===== src/rtl/iab_serializer_fifo.sv =====
// IAB serializer: buffers wide A-side frames in a FIFO and emits each one as
// IN_W/OUT_W slices on the IAB bus under a reqIAB/gntIAB arbitration.
module iab_serializer_fifo #(
  parameter int IN_W      = 64,
  parameter int OUT_W     = 8,
  parameter int DEPTH     = 4,
  parameter bit MSB_FIRST = 1'b0,
  parameter bit BURST     = 1'b1
) (
  input  logic                         clk,
  input  logic                         rst_n,
  input  logic                         readyA,
  input  logic [IN_W-1:0]              dataA,
  output logic                         acceptedA,
  output logic                         reqIAB,
  input  logic                         gntIAB,
  input  logic                         acceptedI,
  output logic [OUT_W-1:0]             dataOut,
  output logic                         validOut,
  output logic                         lastOut,
  output logic [$clog2(DEPTH+1)-1:0]   level
);

  localparam int N  = IN_W / OUT_W;
  localparam int IW = (N > 1) ? $clog2(N) : 1;
  localparam int PW = (DEPTH > 1) ? $clog2(DEPTH) : 1;
  localparam int LW = $clog2(DEPTH + 1);

  if (IN_W % OUT_W != 0) begin : gBadWidth
    $error("iab_serializer_fifo: IN_W must be a multiple of OUT_W");
  end
  if (DEPTH < 1) begin : gBadDepth
    $error("iab_serializer_fifo: DEPTH must be at least 1");
  end

  typedef enum logic [1:0] {IDLE, REQ, SEND} state_e;

  state_e          state_q, state_d;
  logic [IW-1:0]   idx_q, idx_d;
  logic [PW-1:0]   wrPtr_q, wrPtr_d;
  logic [PW-1:0]   rdPtr_q, rdPtr_d;
  logic [LW-1:0]   level_q, level_d;
  logic            accA_q, accA_d;
  logic [IN_W-1:0] mem_q [DEPTH];

  logic            push;
  logic            pop;
  logic [IW-1:0]   sliceSel;
  int              sliceBase;
  logic [IN_W-1:0] head;

  function automatic logic [PW-1:0] wrapInc(input logic [PW-1:0] p);
    return (p == PW'(DEPTH - 1)) ? '0 : p + PW'(1);
  endfunction

  // Space is judged on the registered level, so a pop frees room only next cycle.
  always_comb begin
    push = readyA && !accA_q && (level_q < LW'(DEPTH));
  end

  always_comb begin
    state_d = state_q;
    idx_d   = idx_q;
    pop     = 1'b0;
    case (state_q)
      IDLE: begin
        if (level_q != '0) state_d = REQ;
      end
      REQ: begin
        if (gntIAB) state_d = SEND;
      end
      SEND: begin
        if (!gntIAB) begin
          state_d = REQ;
        end else if (acceptedI) begin
          if (idx_q == IW'(N - 1)) begin
            pop   = 1'b1;
            idx_d = '0;
            if (level_q > LW'(1)) state_d = BURST ? SEND : REQ;
            else                  state_d = IDLE;
          end else begin
            idx_d = idx_q + IW'(1);
          end
        end
      end
      default: state_d = IDLE;
    endcase
  end

  always_comb begin
    accA_d  = accA_q;
    wrPtr_d = wrPtr_q;
    rdPtr_d = rdPtr_q;
    level_d = level_q;
    if (push)                accA_d = 1'b1;
    else if (!readyA)        accA_d = 1'b0;
    if (push)                wrPtr_d = wrapInc(wrPtr_q);
    if (pop)                 rdPtr_d = wrapInc(rdPtr_q);
    if (push && !pop)        level_d = level_q + LW'(1);
    else if (!push && pop)   level_d = level_q - LW'(1);
  end

  always_ff @(posedge clk) begin
    if (!rst_n) begin
      state_q <= IDLE;
      idx_q   <= '0;
      wrPtr_q <= '0;
      rdPtr_q <= '0;
      level_q <= '0;
      accA_q  <= 1'b0;
    end else begin
      state_q <= state_d;
      idx_q   <= idx_d;
      wrPtr_q <= wrPtr_d;
      rdPtr_q <= rdPtr_d;
      level_q <= level_d;
      accA_q  <= accA_d;
    end
  end

  // Frame storage needs no reset; only the pointers define what is valid.
  always_ff @(posedge clk) begin
    if (push) mem_q[wrPtr_q] <= dataA;
  end

  always_comb begin
    head      = mem_q[rdPtr_q];
    sliceSel  = MSB_FIRST ? (IW'(N - 1) - idx_q) : idx_q;
    sliceBase = 32'(sliceSel) * OUT_W;
    validOut  = (state_q == SEND);
    reqIAB    = (state_q != IDLE);
    lastOut   = validOut && (idx_q == IW'(N - 1));
    dataOut   = validOut ? head[sliceBase +: OUT_W] : '0;
    acceptedA = accA_q;
    level     = level_q;
  end

endmodule


===== config.mk =====
export PLATFORM = sky130hd
export DESIGN_NAME = iab_serializer_fifo
export DESIGN_NICKNAME = d
export VERILOG_FILES = /design/src/rtl/iab_serializer_fifo.sv
export SDC_FILE = /design/constraint.sdc
export NUM_CORES = 1
export LEC_CHECK = 0
export CORE_MARGIN = 5
export CORE_UTILIZATION = 30
export CTS_CLUSTER_SIZE = 20
export DETAILED_ROUTE_END_ITERATION = 12
export MAX_ROUTING_LAYER = met4
export SYNTH_ARGS = -nofsm -noshare
export SYNTH_HDL_FRONTEND = slang
export SYNTH_SLANG_ARGS = --single-unit

===== constraint.sdc =====
create_clock -name clk -period 4.4 [get_ports clk]
set_input_delay 0.66 -clock clk [delete_from_list [all_inputs] [get_ports clk]]
set_output_delay 0.66 -clock clk [all_outputs]
set_load 0.05 [all_outputs]

==> run metrics <==
top cell type's share of synthesized area between 70 and 80%; synthesized area per cell 21.2 µm²; final setup margin about 0.27 ns; vias in the first global route 5219; CTS Hold Bufs 0; Die Y 199 µm; worst reg2reg endpoint level[2]; Slew Limit Fails 0; Fin. Hold Viols 0; CTS Buffer Depth 3; register area between 0.007 and 0.008 mm²; Iter 0 DRT Violations ~370; final-stage net count 687; Critical R2R Launch idx_q[1]; Leakage approximately 4.1 nW; unrepaired setup endpoints after global routing no; setup bufs post-CTS 0; critical path launch point type flip-flop; GRT Total Usage 11.4%; area leader, netlist edfxtp_1; cts bufs inserted 27; Multi-input gate area roughly 0.0025 mm²; Cell variety after synth 39; Clock Tree Root clkbuf_16; Worst slew margin 46.4%; Max Cap Viol 0; Hold Crit Class flip-flop to flip-flop; outcome finished clean; Layout Skew around 0.0053 ns; CP Data Arrival Time approximately 3.5 ns; initial antenna violation count 0; first-pass GRT wire length between 30000 and 40000 µm; final setup fails 0; commonest cells after routing, fill and taps aside 256 x edfxtp_1, 83 x clkdlybuf4s50_1, 36 x mux4_2, 35 x mux2i_1, 27 x clkbuf_16; I/O pin total 84; post_cts resized 0; Worst Path Max Fanout 35; post-synth net total 586; fillers 3277; yosys synthesis warning count 0; Post-synth EDFFs between 200 and 300; Initial Utilization approximately 30%; post-DP HPWL ~14000 µm; GPL Wtd Cong 0.698; register area share after synthesis 74.6%; Synth Cell Area 0.0107 mm²; row count 69; Routed Antenna Nets 0; Die Span X 199 µm; R2R Setup Slk 2.04 ns; fmax ~0.24 GHz; VDD IR-drop max 283 µV; fin crit share 93.9%; largest net degree at the start of global routing 65; DIE AREA around 0.040 mm²; Post-synth ARST share 0%; post-synthesis cell count 505; Via Count about 5100; clock-pin slew on the worst setup and hold paths 0.06 ns; WHS Path Cells 2; clock sinks ~270; worst skew pair latency 0.52 ns; P per Cell Area 430 mW/mm²; Synth area leaders edfxtp_1 72%, mux4_2 7.6%, mux4_1 4.9%; layout cells sized above 1 15.8%; total grt overflow 0; final core occ 36.4%; R2R depth 6; # DRC 0; Worst Path Required 3.74 ns; ys flop type edfxtp_1; CTS tree yes; Layout area overhead 20.4%; IO buf count 83; Core Region around 0.035 mm²; synthesized flop and latch total 271; Finished Layout Cells between 1000 and 1500; vias per std cell 4.71; post-route minimum period 4.13 ns; Slew @ Worst Pin about 0.80 ns; Placed Cells 1038; router iterations before antenna repair 5; final wirelength 22200 µm; commonest non-fill, non-tap cell in the layout edfxtp_1; H-Tree Depth 1; Hold Path Origin acceptedA; Place WS 0.775 ns; WS Path Type flip-flop to primary output; TNS Setup 0 ns; Wirelength per Cell just over 20 µm; Worst Hold End acceptedA; critical path endpoint category primary output
worst max-delay path by stage:
stage                   start     endpoint  slack (ns)
floorplan              readyA  mem_q[0][0]        1.40
finish              flip-flop   dataOut[2]        0.27
global route        flip-flop   dataOut[2]        0.08
CTS                 flip-flop   dataOut[2]        0.20
global placement    flip-flop   dataOut[1]        0.77
detailed placement  flip-flop   dataOut[2]        0.78
layer usage:
metal / wire length, µm / vias to the layer above / global-route usage, % / share of wire [%]
met4: 381 / 0 / 2.48 / 1.7
met5: 0 / - / - / 0
met1: 9700 / 2645 / 15.7 / 44
met2: 11000 / 121 / 18.0 / 49
met3: 1120 / 31 / 1.91 / 5.0
li1: - / 2328 / - / -
where the power goes:
group | switching (mW) | total (mW) | leakage (nW) | internal, mW
combinational | 0.229 | 0.404 | 1.26 | 0.175
clock | 0.914 | 2.15 | 0.415 | 1.24
sequential | 0.0323 | 2.98 | 2.46 | 2.95
total | 1.18 | 5.54 | 4.13 | 4.37
area by class of cell:
cell class	instances	area share, %
inverter	7	0.204
antenna	2	0.0388
sequential	271	62.0
multi-input combinational	202	19.2
tap	461	4.47
clock inverter	18	1.09
clock buffer	31	5.36
timing repair buffer	97	7.64
sequential cells by signal, indices dropped and copies added (netlist names), named ones only:
register   count
acceptedA      1
idx_q          3
level          3
mem_q        256
rdPtr_q        2
state_q        2
wrPtr_q        2
worst max-delay path, cell delays in order (launching register included):
cell	delay, ns
dfxtp_4	0.78
buf_4	0.35
mux4_1	0.57
o2111ai_1	0.23
a31oi_1	0.21
clkdlybuf4s50_1	0.77
cells in the mapped netlist (2+ instances only):
cell,n
edfxtp_1,256
mux4_2,36
mux2i_1,35
mux4_1,20
dfxtp_1,15
ha_1,12
nand2_1,11
nor2_1,9
a221o_1,8
a22oi_1,8
a31oi_1,8
and2_1,8
a221oi_1,7
nor2b_1,7
buf_2,6
buf_6,6
o21ai_1,6
a21oi_1,5
inv_1,5
buf_12,4
a21boi_0,3
buf_1,3
buf_4,3
clkbuf_1,3
or3_1,3
inv_2,2
nand2b_1,2
o2111ai_1,2
o21ai_0,2
cells by family after synthesis:
| kind of cell | Yosys count | synth area share (%) |
|---|---|---|
| multiplexers | 91 | 15.7 |
| XOR/XNOR | 2 | 0.164 |
| flip-flops | 271 | 74.6 |
| buffers and inverters | 32 | 2.33 |
| AND/OR/NAND/NOR | 45 | 2.23 |
| adder cells (fa/ha/maj) | 12 | 1.40 |
| AO/OA/AOI/OAI | 52 | 3.54 |
stage by stage:
step                      power (mW)  hold slack, ns  instance area (µm²)
after global placement          3.45           0.457                12100
after floorplan                 3.25           0.460                10700
after global routing            5.74           0.505                12900
after detailed placement        3.45           0.472                12100
after CTS                       5.60           0.481                12900
final                           5.54           0.478                12900
(Power assumes the default switching activity.)
